===== config.mk =====
export PLATFORM = sky130hd
export DESIGN_NAME = multi_chan_clk_div
export DESIGN_NICKNAME = d
export VERILOG_FILES = /design/src/rtl/multi_chan_clk_div.sv
export SDC_FILE = /design/constraint.sdc
export NUM_CORES = 1
export LEC_CHECK = 0
export BUFFER_PORTS_ARGS = -buffer_cell sky130_fd_sc_hd__buf_2
export CELL_PAD_IN_SITES_DETAIL_PLACEMENT = 1
export CELL_PAD_IN_SITES_GLOBAL_PLACEMENT = 1
export CORE_MARGIN = 8
export CORE_UTILIZATION = 52
export DETAILED_ROUTE_END_ITERATION = 10
export PLACE_DENSITY_LB_ADDON = 0.1
export SETUP_SLACK_MARGIN = 0.4
export SLEW_MARGIN = 5
export SYNTH_ARGS = -nofsm -noshare
export SYNTH_HDL_FRONTEND = slang
export SYNTH_SLANG_ARGS = --single-unit

===== constraint.sdc =====
create_clock -name clk100Mhz -period 4.8 [get_ports clk100Mhz]
set_clock_uncertainty 0.05 [all_clocks]
set_input_delay 0.24 -clock clk100Mhz [delete_from_list [all_inputs] [get_ports clk100Mhz]]
set_output_delay 0.24 -clock clk100Mhz [all_outputs]
set_load 0.01 [all_outputs]

===== src/rtl/multi_chan_clk_div.sv =====
// rtl/multi_chan_clk_div.sv - multi-channel programmable clock divider
// Each channel counts falling edges up to its delay and emits a toggle clock or strobe plus a boundary tick.
module multi_chan_clk_div #(
  parameter int CHANNELS    = 4,
  parameter int WIDTH       = 28,
  parameter int RESET_DELAY = 50000000,
  localparam int CW         = (CHANNELS > 1) ? $clog2(CHANNELS) : 1
) (
  input  logic                clk100Mhz,
  input  logic                rst,
  input  logic [CHANNELS-1:0] en,
  input  logic                wr_en,
  input  logic [CW-1:0]       wr_chan,
  input  logic [WIDTH-1:0]    wr_delay,
  input  logic                wr_mode,
  output logic [CHANNELS-1:0] slowClk,
  output logic [CHANNELS-1:0] tick,
  output logic [CHANNELS-1:0] pending
);

  localparam logic [WIDTH-1:0] ONE     = {{(WIDTH-1){1'b0}}, 1'b1};
  localparam logic [WIDTH-1:0] RST_DLY = WIDTH'(RESET_DELAY);

  logic [WIDTH-1:0]    cnt_q        [CHANNELS];
  logic [WIDTH-1:0]    cnt_d        [CHANNELS];
  logic [WIDTH-1:0]    act_delay_q  [CHANNELS];
  logic [WIDTH-1:0]    act_delay_d  [CHANNELS];
  logic [WIDTH-1:0]    pend_delay_q [CHANNELS];
  logic [WIDTH-1:0]    pend_delay_d [CHANNELS];
  logic [CHANNELS-1:0] act_mode_q, act_mode_d;
  logic [CHANNELS-1:0] pend_mode_q, pend_mode_d;
  logic [CHANNELS-1:0] pend_q, pend_d;
  logic [CHANNELS-1:0] slow_q, slow_d;
  logic [CHANNELS-1:0] tick_q, tick_d;
  logic [CHANNELS-1:0] wr_hit;
  logic                wr_ok;

  assign wr_ok = wr_en && (32'(wr_chan) < CHANNELS);

  always_comb begin
    for (int i = 0; i < CHANNELS; i++) begin
      wr_hit[i] = wr_ok && (wr_chan == CW'(i));
    end
  end

  always_comb begin
    for (int i = 0; i < CHANNELS; i++) begin
      cnt_d[i]        = cnt_q[i];
      act_delay_d[i]  = act_delay_q[i];
      act_mode_d[i]   = act_mode_q[i];
      pend_delay_d[i] = pend_delay_q[i];
      pend_mode_d[i]  = pend_mode_q[i];
      pend_d[i]       = pend_q[i];
      slow_d[i]       = slow_q[i];
      tick_d[i]       = 1'b0;

      if (!en[i]) begin
        // A stopped channel has no boundary to wait for, so new config lands now.
        if (act_mode_q[i]) slow_d[i] = 1'b0;
        if (wr_hit[i]) begin
          act_delay_d[i] = wr_delay;
          act_mode_d[i]  = wr_mode;
          cnt_d[i]       = ONE;
          pend_d[i]      = 1'b0;
        end else if (pend_q[i]) begin
          act_delay_d[i] = pend_delay_q[i];
          act_mode_d[i]  = pend_mode_q[i];
          cnt_d[i]       = ONE;
          pend_d[i]      = 1'b0;
        end
      end else if (cnt_q[i] == ((act_delay_q[i] == '0) ? ONE : act_delay_q[i])) begin
        cnt_d[i]  = ONE;
        tick_d[i] = 1'b1;
        slow_d[i] = act_mode_q[i] ? 1'b1 : ~slow_q[i];
        pend_d[i] = 1'b0;
        if (wr_hit[i]) begin
          act_delay_d[i] = wr_delay;
          act_mode_d[i]  = wr_mode;
        end else if (pend_q[i]) begin
          act_delay_d[i] = pend_delay_q[i];
          act_mode_d[i]  = pend_mode_q[i];
        end
      end else begin
        cnt_d[i] = cnt_q[i] + ONE;
        if (act_mode_q[i]) slow_d[i] = 1'b0;
        if (wr_hit[i]) begin
          pend_delay_d[i] = wr_delay;
          pend_mode_d[i]  = wr_mode;
          pend_d[i]       = 1'b1;
        end
      end
    end
  end

  always_ff @(negedge clk100Mhz) begin
    if (rst) begin
      for (int i = 0; i < CHANNELS; i++) begin
        cnt_q[i]        <= ONE;
        act_delay_q[i]  <= RST_DLY;
        pend_delay_q[i] <= '0;
      end
      act_mode_q  <= '0;
      pend_mode_q <= '0;
      pend_q      <= '0;
      slow_q      <= '0;
      tick_q      <= '0;
    end else begin
      for (int i = 0; i < CHANNELS; i++) begin
        cnt_q[i]        <= cnt_d[i];
        act_delay_q[i]  <= act_delay_d[i];
        pend_delay_q[i] <= pend_delay_d[i];
      end
      act_mode_q  <= act_mode_d;
      pend_mode_q <= pend_mode_d;
      pend_q      <= pend_d;
      slow_q      <= slow_d;
      tick_q      <= tick_d;
    end
  end

  assign slowClk = slow_q;
  assign tick    = tick_q;
  assign pending = pend_q;

endmodule


==> results of run 1 <==
[cell families (layout without fill, tap and decap cells)]
kind of cell    Yosys count  after routing  synth area share, %
flops                   356            356                40.32
other cells               0              3                    0
compound gates          548            548                21.32
xor+xnor                152            152                7.531
buf+inv                 222            566                4.962
simple gates            794            794                24.21
fa+ha+maj                 4              4               0.2831
mux                      24             24                1.373
[cell type report]
class,instances,area share (%)
well taps,448,2.683
repair buffers,94,3.180
inverters,40,0.7426
clock buffers,45,5.390
multi-input cells,1522,46.39
clock inverters,387,7.468
flip-flops and latches,356,34.11
diodes,3,0.03593
[where the power goes]
| part | internal, W | switching, W | total (W) |
|---|---|---|---|
| clock | 0.00225 | 0.00232 | 0.00457 |
| sequential | 0.00305 | 0.0000831 | 0.00313 |
| combinational | 0.000171 | 0.000389 | 0.000560 |
[worst paths after layout]
kind                                endpoint  slack (ns)  cells past startpoint
max                               pending[0]        0.66                      2
min          pend_delay_q[0][5]$_SDFFE_NP0P_        0.42                      2
max reg2reg         cnt_q[2][6]$_SDFFE_NP0P_        1.62                      6
min reg2reg  pend_delay_q[0][5]$_SDFFE_NP0P_        0.42                      2
[routing by layer]
metal / global-route usage (%) / vias up
li1: - / 8385
met1: 37.51 / 9122
met2: 49.88 / 730
met3: 8.230 / 153
met4: 16.45 / 0
met5: 0 / -
[critical path: cells and delay by family (launching register included)]
family / cells / cell delay, ns
buffers and inverters: 2 / 0.55
flip-flops: 1 / 0.30
[state kept, by name (all words and copies together), names as in the netlist]
signal        flops
act_delay_q     112
cnt_q           112
pend_delay_q    112
act_mode_q        4
pend_mode_q       4
pending           4
slowClk           4
tick              4
[metrics by stage]
step | cell area, µm² | total power, W
after floorplan | 17680 | 0.003943
after CTS | 20880 | 0.008364
after global placement | 18200 | 0.004144
after global routing | 20890 | 0.008758
after detailed placement | 18200 | 0.004159
final | 20890 | 0.008270
[cell usage in the layout (no fill, tap or decap), types with 43 or more instances in the layout]
| master | instances |
|---|---|
| o21ai_0 | 203 |
| inv_1 | 404 |
| nor2_1 | 116 |
| xnor2_1 | 66 |
| nand4_1 | 43 |
| buf_2 | 48 |
| xor2_1 | 86 |
| dfxtp_1 | 356 |
| o211ai_1 | 46 |
| a22oi_1 | 77 |
| clkbuf_16 | 45 |
| nor3_1 | 88 |
| nand3_1 | 84 |
| nor4_1 | 70 |
| nand2_1 | 173 |
| nand3b_1 | 107 |
==> summary.md, run 1 <==
| Metric | Value |
|---|---|
| Result of the run | complete, no violations |
| Count of fill cells added during filler insertion | 4084 |
| Total met3 wirelength after detailed routing | 4157 µm |
| Global-route total usage across every layer | 30.97% |
| WHS | 0.4176 ns |
| Routed vias/inst | 6.352 |
| Cell with the largest stage delay on the worst path | buf_4 |
| Wire length on met1 | 27360 µm |
| Synthesized flop and latch total | 356 |
| Starting density of the core | 52.72% |
| Clock sinks | 356 |
| Syn_nets | 2142 |
| Number of core rows | 67 |
| Largest fanout on the critical path | 33 |
| Average instance area after synthesis | 8.418 µm² |
| Endpoint type of the worst setup path | primary output |
| Overall overflow remaining after global route | 0 |
| Signal arrival time at the worst endpoint | 3.85 ns |
| Leakage power | 8.941 nW |
| Longest Clk Path Bufs | 3 |
| Worst IR Drop VDD | 0.3717 mV |
| Count of vias placed by the detailed router | 18.39k |
| HPWL reported at the end of detailed placement | 39710 µm |
| RSZ-0062 raised after global routing | false |
| Worst reg2reg startpoint | act_delay_q[2][0]$_SDFFE_NP0P_ |
| Uppermost layer routed | met4 |
| Start point of the critical path | pending[0]$_SDFFE_NP0P_ |
| Count of buffers added by post-CTS timing repair for setup | 0 |
| Synth cell types | 68 |
| DRC Markers | 0 |
| Share of Yosys cell area claimed by the top area cell type | 40.32% |
| X dimension of the die | 200.4 µm |
| Largest incremental delay on the critical path | 0.34 ns |
| Post-CTS sizing | 0 |
| CTS tree | done |
| Sequential cell area fraction in the yosys report | 40.32% |
| Count of flip-flops with a built-in enable after synthesis | 0 |
| Required time of the critical path | 4.51 ns |
| Startpoint-to-endpoint class of the critical path | reg2out |
| Hold path startpoint | pend_delay_q[0][5]$_SDFFE_NP0P_ |
| Multi-input combinational cell area | 9691 µm² |
| Layout-stage area growth over the synthesis result | 18.18% |
| Top area cells in the synthesized netlist | dfxtp_1 40%, o21ai_0 5.8%, nand3b_1 4.5% |
| Synthesis warning total | 0 |
| WL met2 | 30960 µm |
| Top-Level Pins | 50 |
| Number of nets in the finished design | 2454 |
| Worst slack, placed | 0.1872 ns |
| Die Ht | 200.4 µm |
| Port buffer count | 49 |
| Clock-pin slew reported for the worst setup and hold paths after clock tree synthesis | 0.03 ns |
| Area of the die | 40150 µm² |
| Sequential cell area | 7127 µm² |
| Cell taking the most area after synthesis | dfxtp_1 |
| Number of cells produced by synthesis | 2100 |
| Average wire per standard cell | 22.32 µm |
| Post-route antenna net violation count | 0 |
| Clk Latency, worst-skew pair | 0.63 ns |
| Global-route wire length before repair | 103400 µm |
| Final worst slack | 0.6612 ns |
| Max-capacitance violation count | 0 |
| Number of H-tree levels | 2 |
| Post-synthesis cell area | 17680 µm² |
| Worst setup SP type | register |
| List of most frequent post-synthesis cells | 356 x dfxtp_1, 204 x o21ai_0, 173 x nand2_1, 137 x clkbuf_1, 116 x nor2_1 |
| Endpoints failing setup | 0 |
| Total clock buffers created by CTS | 42 |
| Maximum number of pins on one net before global-route repair | 88 |
| Total negative setup slack | 0 ns |
| Share of layout cells above drive strength 1 | 8.756% |
| Async set-or-reset flop fraction in the synthesized netlist | 0% |
| Final weighted congestion of routability-driven global placement | 0.9077 |
| Number of global-route vias before repair | 19.66k |
| Power density over the cells | 395.8 nW/µm² |
| Relative slew slack | 23.11% |
| Class of the tightest hold or removal check | reg2reg |
| Starting DRC count in detailed routing | 1464 |
| Buffer cell driving the clock tree root | clkbuf_16 |
| Layout Cells excl Fill | 2895 |
| Initial antenna violation count | 2 |
| Fraction of the core area covered by cells at the end of the flow | 62.30% |
| Area inside the core boundary | 33530 µm² |
| Drt first pass iters | 6 |
| Actual slew at the worst max-slew pin | 1.153 ns |
| Critical-path cell list | buf_4 > buf_2 |
| Final hold violation count | 0 |
| Final wirelength | 64630 µm |
| Final slew viol count | 0 |
| Most numerous cell in the Yosys netlist | dfxtp_1 |
| Count of hold buffers inserted by post-cts repair | 0 |
| Top FF cell, synth | dfxtp_1 |
| Count of placed standard cells including taps | 2461 |
(Power assumes the default switching activity.)
==> inputs of run 2 (changes only) <==
- PLACE_DENSITY: default -> 0.84
- PLACE_DENSITY_LB_ADDON: 0.1 -> default
==> summary.md, run 2 (synthesis gave the netlist of run 1 again) <==
| Metric | Value |
|---|---|
| Largest fanout on the critical path | 35 |
| Final wirelength | 68990 µm |
| Endpoints failing setup | 0 |
| Final Cell Area | 20970 µm² |
| Startpoint-to-endpoint class of the critical path | reg2out |
| Post-route antenna net violation count | 0 |
| Overall overflow remaining after global route | 0 |
| Actual slew at the worst max-slew pin | 1.144 ns |
| Registers with the highest flip-flop counts | act_delay_q x112, cnt_q x112, pend_delay_q x112 |
| Routed vias/inst | 6.534 |
| DRC Markers | 0 |
| Layout-stage area growth over the synthesis result | 18.62% |
| Post-CTS sizing | 0 |
| Longest Clk Path Bufs | 3 |
| Starting DRC count in detailed routing | 1646 |
| Area inside the core boundary | 33530 µm² |
| CTS tree | done |
| Worst slack, placed | 0.3287 ns |
| Share of layout cells above drive strength 1 | 8.648% |
| Port buffer count | 49 |
| Relative slew slack | 23.74% |
| Final weighted congestion of routability-driven global placement | 0.8941 |
| Total clock buffers created by CTS | 42 |
| HPWL reported at the end of detailed placement | 40170 µm |
| Endpoint type of the worst setup path | primary output |
| Die Ht | 200.4 µm |
| Starting density of the core | 52.72% |
| Result of the run | complete, no violations |
| Largest incremental delay on the critical path | 0.37 ns |
| Clock sinks | 356 |
| Final hold violation count | 0 |
| Initial antenna violation count | 3 |
| Cell with the largest stage delay on the worst path | buf_4 |
| Top-Level Pins | 50 |
| Total negative setup slack | 0 ns |
| Leakage power | 9.003 nW |
| Buffer cell driving the clock tree root | clkbuf_16 |
| Required time of the critical path | 4.51 ns |
| Count of hold buffers inserted by post-cts repair | 0 |
| Count of vias placed by the detailed router | 18.88k |
| Global-route wire length before repair | 108900 µm |
| Global-route total usage across every layer | 32.95% |
| Average wire per standard cell | 23.88 µm |
| Count of placed standard cells including taps | 2460 |
| Area of the die | 40150 µm² |
| Worst setup SP type | register |
| Number of nets in the finished design | 2453 |
| Placement-stage cell area | 18210 µm² |
| Final worst slack | 0.5931 ns |
| Power density over the cells | 410.2 nW/µm² |
| Signal arrival time at the worst endpoint | 3.92 ns |
| Number of global-route vias before repair | 20.60k |
| Class of the tightest hold or removal check | reg2reg |
| Clk Latency, worst-skew pair | 0.66 ns |
| Number of core rows | 67 |
| Maximum number of pins on one net before global-route repair | 88 |
| Leading cell type in the layout, fill and taps excluded | inv_1 |
| Clock-pin slew reported for the worst setup and hold paths after clock tree synthesis | 0.04 ns |
| Layout Cells excl Fill | 2889 |
| RSZ-0062 raised after global routing | false |
| Max-capacitance violation count | 0 |
| Critical-path cell list | buf_4 > buf_2 |
| Leading cell types in the layout, fill and taps excluded | 403 x inv_1, 356 x dfxtp_1, 204 x o21ai_0 |
| Number of H-tree levels | 2 |
| Worst IR Drop VDD | 0.4372 mV |
| Final slew viol count | 0 |
| Count of buffers added by post-CTS timing repair for setup | 0 |
| X dimension of the die | 200.4 µm |
| Drt first pass iters | 8 |
[run 2: changes by cell type in the layout (fill, tap and decap cells not counted), moves of 2 or more]
cell,change
clkbuf_16,-2
inv_4,+5
diode_2,-2
clkinvlp_2,-10
bufinv_16,+5
buf_4,-2
[run 2: where the power goes]
group	total (W)	internal (W)	switching (W)
Clock	0.00489	0.00246	0.00243
Combinational	0.000576	0.000172	0.000404
Sequential	0.00314	0.00305	0.0000872
[run 2: worst max-delay path, delay by kind of cell, from the launching register on]
kind | cells | cell delay (ns)
flip-flops | 1 | 0.30
buffers and inverters | 2 | 0.59
[run 2: worst paths after layout]
path,slack [ns],cells after the start,start,endpoint
setup reg to reg,1.57,6,act_delay_q[0][0]$_SDFFE_NP0P_,act_delay_q[0][4]$_SDFFE_NP0P_
hold reg to reg,0.42,2,act_mode_q[2]$_SDFFE_NP0P_,act_mode_q[2]$_SDFFE_NP0P_
setup / recovery,0.59,2,pending[1]$_SDFFE_NP0P_,pending[1]
hold / removal,0.42,2,act_mode_q[2]$_SDFFE_NP0P_,act_mode_q[2]$_SDFFE_NP0P_
[run 2: layout make-up]
class,count,area (µm²)
fillers,4095,12560
multi-input cells,1522,9691
flip-flops and latches,356,7127
clock inverters,386,1688
clock buffers,43,1076
repair buffers,93,669.4
well taps,448,560.5
inverters,40,155.1
diodes,1,2.502
[run 2: per-stage QoR]
stage / hold slack [ns] / utilization, % / total power, W
after floorplan: 0.3915 / - / 0.003943
after global placement: 0.4030 / 54.29 / 0.004144
after detailed placement: 0.4142 / 54.29 / 0.004163
after CTS: 0.4190 / 62.53 / 0.008622
after global routing: 0.4462 / 62.53 / 0.009012
final: 0.4189 / 62.53 / 0.008601
[run 2: per-layer routing]
metal	GRT usage [%]	share of wire (%)	up-vias
met5	0	0.045	-
met1	38.22	40	9346
met3	10.17	8.1	258
li1	-	-	8351
met4	21.68	5.1	2
met2	52.10	47	921
